## config.mk

```make
export PLATFORM = sky130hd
export DESIGN_NAME = fltc_fault_arb
export DESIGN_NICKNAME = d
export VERILOG_FILES = /design/src/rtl/fltc_pkg.sv /design/src/rtl/fltc_rr_arb.sv /design/src/rtl/fltc_fault_arb.sv
export SDC_FILE = /design/constraint.sdc
export NUM_CORES = 1
export LEC_CHECK = 0
export CAP_MARGIN = 20
export CORE_MARGIN = 2
export CORE_UTILIZATION = 58
export CTS_CLUSTER_SIZE = 24
export DETAILED_ROUTE_END_ITERATION = 10
export PLACE_DENSITY = 0.9
export SETUP_SLACK_MARGIN = 0.2
export SKIP_LAST_GASP = 1
export SYNTH_ARGS = -nofsm -noshare
export SYNTH_HDL_FRONTEND = slang
export SYNTH_SLANG_ARGS = --single-unit
```

## constraint.sdc

```tcl
create_clock -name clk -period 3.4 [get_ports clk]
set_input_delay 0.85 -clock clk [delete_from_list [all_inputs] [get_ports clk]]
set_output_delay 0.85 -clock clk [all_outputs]
set_load 0.005 [all_outputs]
```

## src/rtl/fltc_pkg.sv

```systemverilog
// Shared types and constants for the fault-report arbiter.
package fltc_pkg;

  typedef enum logic [1:0] {
    RST_WAIT = 2'd0,
    IDLE     = 2'd1,
    REPORT   = 2'd2
  } state_e;

  localparam int NUM_REQ_DEF = 4;
  localparam int RST_DLY_DEF = 16;

  function automatic int id_width(input int n);
    if (n <= 2) return 1;
    return $clog2(n);
  endfunction

endpackage

```

## src/rtl/fltc_rr_arb.sv

```systemverilog
// Combinational round-robin picker: first set request at or after ptr, wrapping.
module fltc_rr_arb
  import fltc_pkg::*;
#(
  parameter  int NUM_REQ = NUM_REQ_DEF,
  localparam int ID_W    = id_width(NUM_REQ)
) (
  input  logic [NUM_REQ-1:0] req,
  input  logic [ID_W-1:0]    ptr,
  output logic               gnt_valid,
  output logic [ID_W-1:0]    gnt_id
);

  logic [NUM_REQ-1:0] rot;
  logic [ID_W-1:0]    first;
  logic [ID_W:0]      sum;

  // Rotating the doubled vector puts the request at ptr into bit 0.
  assign rot = NUM_REQ'({req, req} >> ptr);

  always_comb begin
    first = '0;
    for (int i = NUM_REQ - 1; i >= 0; i--) begin
      if (rot[i]) first = ID_W'(i);
    end
  end

  assign sum       = {1'b0, ptr} + {1'b0, first};
  assign gnt_id    = (sum >= (ID_W+1)'(NUM_REQ)) ? ID_W'(sum - (ID_W+1)'(NUM_REQ))
                                                 : sum[ID_W-1:0];
  assign gnt_valid = |req;

endmodule

```

## src/rtl/fltc_fault_arb.sv

```systemverilog
// Collects fault pulses from NUM_REQ checkers and reports them one at a time.
//   state    | meaning
//   RST_WAIT | counting RST_DLY cycles after reset, faults ignored
//   IDLE     | pick next pending requester round-robin
//   REPORT   | hold rpt_id until downstream accepts
module fltc_fault_arb
  import fltc_pkg::*;
#(
  parameter  int NUM_REQ = NUM_REQ_DEF,
  parameter  int RST_DLY = RST_DLY_DEF,
  localparam int ID_W    = id_width(NUM_REQ)
) (
  input  logic               clk,
  input  logic               reset_n,
  input  logic [NUM_REQ-1:0] fault_req,
  input  logic               clr,
  output logic               rpt_valid,
  output logic [ID_W-1:0]    rpt_id,
  input  logic               rpt_ready,
  output logic               observed_value,
  output logic               reset_n_delay,
  output logic [NUM_REQ-1:0] fault_sticky,
  output logic               overflow
);

  state_e             state_q, state_d;
  logic [7:0]         cnt_q, cnt_d;
  logic [ID_W-1:0]    ptr_q, ptr_d;
  logic [ID_W-1:0]    rpt_id_q, rpt_id_d;
  logic [NUM_REQ-1:0] pending_q, pending_d;
  logic [NUM_REQ-1:0] sticky_q, sticky_d;
  logic               overflow_q, overflow_d;
  logic               rst_dly_q, rst_dly_d;

  logic [NUM_REQ-1:0] acc;
  logic [NUM_REQ-1:0] done_mask;
  logic               hs;
  logic               ovf_set;
  logic               gnt_valid;
  logic [ID_W-1:0]    gnt_id;

  fltc_rr_arb #(.NUM_REQ(NUM_REQ)) u_rr_arb (
    .req       (pending_q),
    .ptr       (ptr_q),
    .gnt_valid (gnt_valid),
    .gnt_id    (gnt_id)
  );

  always_comb begin
    acc = (state_q == RST_WAIT) ? '0 : fault_req;
    hs  = (state_q == REPORT) && rpt_ready;
    for (int i = 0; i < NUM_REQ; i++) begin
      done_mask[i] = hs && (rpt_id_q == ID_W'(i));
    end
    // A request landing on the slot being retired re-arms it rather than overflowing.
    ovf_set    = |(acc & pending_q & ~done_mask);
    pending_d  = (pending_q & ~done_mask) | acc;
    sticky_d   = (clr ? '0 : sticky_q) | acc;
    overflow_d = (clr ? 1'b0 : overflow_q) | ovf_set;

    state_d   = state_q;
    cnt_d     = cnt_q;
    ptr_d     = ptr_q;
    rpt_id_d  = rpt_id_q;
    rst_dly_d = rst_dly_q;

    case (state_q)
      RST_WAIT: begin
        cnt_d = cnt_q + 8'd1;
        if (cnt_q == 8'(RST_DLY - 1)) begin
          state_d   = IDLE;
          rst_dly_d = 1'b1;
        end
      end
      IDLE: begin
        if (gnt_valid) begin
          rpt_id_d = gnt_id;
          state_d  = REPORT;
        end
      end
      REPORT: begin
        if (rpt_ready) begin
          ptr_d   = (rpt_id_q == ID_W'(NUM_REQ - 1)) ? '0 : rpt_id_q + 1'b1;
          state_d = IDLE;
        end
      end
      default: state_d = RST_WAIT;
    endcase
  end

  always_ff @(posedge clk or negedge reset_n) begin
    if (!reset_n) begin
      state_q    <= RST_WAIT;
      cnt_q      <= '0;
      ptr_q      <= '0;
      rpt_id_q   <= '0;
      pending_q  <= '0;
      sticky_q   <= '0;
      overflow_q <= 1'b0;
      rst_dly_q  <= 1'b0;
    end else begin
      state_q    <= state_d;
      cnt_q      <= cnt_d;
      ptr_q      <= ptr_d;
      rpt_id_q   <= rpt_id_d;
      pending_q  <= pending_d;
      sticky_q   <= sticky_d;
      overflow_q <= overflow_d;
      rst_dly_q  <= rst_dly_d;
    end
  end

  assign rpt_valid      = (state_q == REPORT);
  assign rpt_id         = rpt_id_q;
  assign observed_value = |sticky_q;
  assign reset_n_delay  = rst_dly_q;
  assign fault_sticky   = sticky_q;
  assign overflow       = overflow_q;

endmodule

```

==> results_dict.tcl <==
set metrics [dict create \
    cts_buffers 3 \
    syn_avg_cell_area_um2 9.03 \
    p_leak_uw 0.000667 \
    fin_area_um2 1570 \
    synth_enable_flop_cells 0 \
    intPower_uw 847 \
    io_pins 18 \
    path_clk_slew_ns 0.13 \
    power_frac_clock_pct 15.0 \
    post-route-worst-setup-slack_ns 0.735 \
    synthFlopType "dfrtp_1" \
    die_w_um 52.3 \
    swShare_pct 38.6 \
    postPlaceCellArea_um2 1520 \
    gp_congestion 0.841 \
    p_switching_uw 534 \
    drc_errors 0 \
    area_growth_pct 15.8 \
    fmax_ghz 0.375 \
    setup-tns-final_ns 0 \
    numClockSinks 24 \
    grt_pass1_wl_mm 4.91 \
    yosysSeqAreaShare_pct 44.4 \
    grt_max_degree 25 \
    finClkSkew_ns 0.00144 \
    dieHeight_um 52.3 \
    syn_inst 150 \
    relSlewSlack_pct 64.6 \
    clockBufferDepth 2 \
    synthArstFlopShare_pct 100 \
    synth_cell_types 37 \
    cp-end-kind "output pin" \
    setup_viol 0 \
    drv_slew 0 \
    layout.cells.most_common "dfrtp_1" \
    irDropWorstVdd_mv 0.641 \
    fin_crit_ns 2.67 \
    drt_pass1_iterations 4 \
    drive_gt1_share_pct 4.94 \
    hold_viol 0 \
    hpwl_mm 2.06 \
    multiInputGateArea_um2 664 \
    cts_max_level 1 \
    detail_route.wl_per_cell_um 14.7 \
    nets 177 \
    register_area_um2 601 \
    vias_per_cell 5.91 \
    regToRegSetupSlack_ns 1.22 \
    num_rows 17 \
    cts_resized 0 \
    yosys_warnings 0 \
    required_ns 2.55 \
    core_area_um2 2210 \
    ys_ff_latch 24 \
    worstPathMaxFanout 12 \
    grt_pass1_vias 1112 \
    track_usage_pct 24.8 \
    startpoint_type "flop" \
    rsz0062_at_grt "no" \
    routed_wl_mm 2.80 \
    combPwrFrac_pct 44.4 \
    antenna_found_initial 0 \
    synth_top_area_cell "dfrtp_1" \
    cts_tree "built" \
    maxCapViolCount 0 \
    worst_pin_slew_ns 0.526 \
    synth_top_area_share_pct 44.4 \
    ctsHoldBuffers 0 \
    cp.arrival_ns 1.82 \
    start_util_pct 61.2 \
    fin_crit_sh_pct 78.4 \
    power_uw 1380 \
    post-route-util_pct 70.9 \
    final_cell_mix "24 x dfrtp_1, 20 x nand2_1, 17 x clkdlybuf4s50_1" \
    synth_fp_nets 164 \
    cts_root_buf "clkbuf_4" \
    diodes 0 \
    io_buffers 17 \
    synth_area_leaders "dfrtp_1 44%, ha_1 5.5%, nand2_1 5.5%, xnor2_1 4.5%, a21oi_1 4.1%" \
    syn-cell-area_um2 1350 \
    clk_latency_ns 0.32 \
    gr-total-overflow 0 \
    hp-class "flop to flop" \
    cts_setup_buffers 0 \
    fill_cells 149 \
    p_per_area_nw_per_um2 881 \
    status "completed" \
    vias 1123 \
    p_seq_share_pct 40.6 \
    dp_worst_setup_slack_ns 1.11 \
    ant_nets 0 \
    drtIter0Drc 24 \
    critPathKind "flop to output pin" \
    die_area_um2 2740 \
]
==> registers in the layout, indices dropped and copies added, names as in the netlist <==
signal / cells
cnt_q: 8
fault_sticky: 4
pending_q: 4
ptr_q: 2
rpt_id: 2
state_q: 2
overflow: 1
reset_n_delay: 1
==> Yosys cell counts, types with 3 or more instances <==
cell / instances
a21oi_1: 11
buf_2: 5
clkbuf_1: 4
dfrtp_1: 24
ha_1: 6
inv_1: 10
nand2_1: 20
nand2b_1: 3
nand3_1: 5
nand4_1: 4
nor2_1: 10
nor2b_1: 4
nor3b_1: 4
o21ai_0: 5
o22ai_1: 4
xnor2_1: 7
==> worst paths after layout <==
kind	startpoint	end	cells past startpoint
setup reg to reg	pending_q[3]	rpt_id[1]	9
min in group asynchronous	reset_n	state_q[1]	2
hold / removal	reset_n_delay	reset_n_delay	1
max in group asynchronous	reset_n	ptr_q[1]	2
setup / recovery	state_q[1]	rpt_valid	2
hold reg to reg	reset_n_delay	reset_n_delay	1
==> area by class of cell <==
cell class,count,area share [%]
timing repair buffer,18,11.3
clock buffer,3,1.44
multi-input combinational,106,42.4
tap,28,2.23
clock inverter,1,1.92
sequential,24,38.3
inverter,10,2.39
==> cells by family after synthesis <==
group	synth area share, %
AOI/OAI and AO/OA	16.1
buffers and inverters	6.56
muxes	1.66
xor gates and xnor gates	5.18
adders and majority gates	5.55
and+or+nand+nor	20.6
DFF	44.4
==> stage by stage <==
stage / hold slack (ns) / cells
2_1_floorplan: 0.447 / 150
3_3_place_gp: 0.439 / 186
3_5_place_dp: 0.452 / 186
4_1_cts: 0.482 / 190
5_1_grt: 0.498 / 190
6_report: 0.476 / 190
==> power by group through the flow <==
stage | Combinational (µW) | Sequential, µW | Clock, µW
floorplan | 454 | 489 | 0
global placement | 581 | 547 | 0
detailed placement | 606 | 558 | 0
CTS | 615 | 557 | 209
global route | 694 | 582 | 217
finish | 614 | 560 | 207
==> routing by layer <==
| layer | wire length (µm) | GRT usage (%) | up-vias |
|---|---|---|---|
| met1 | 1240 | 29.9 | 540 |
| met2 | 1370 | 42.5 | 33 |
| met3 | 96 | 3.71 | 11 |
| met4 | 95 | 13.2 | 0 |
| li1 | - | - | 539 |
| met5 | 0 | 0 | - |
==> critical path, cell delays in order, from the launching register on <==
cell	delay (ns)
dfrtp_1	0.53
nor2b_1	0.39
clkdlybuf4s50_1	0.58
(Power assumes the default switching activity.)
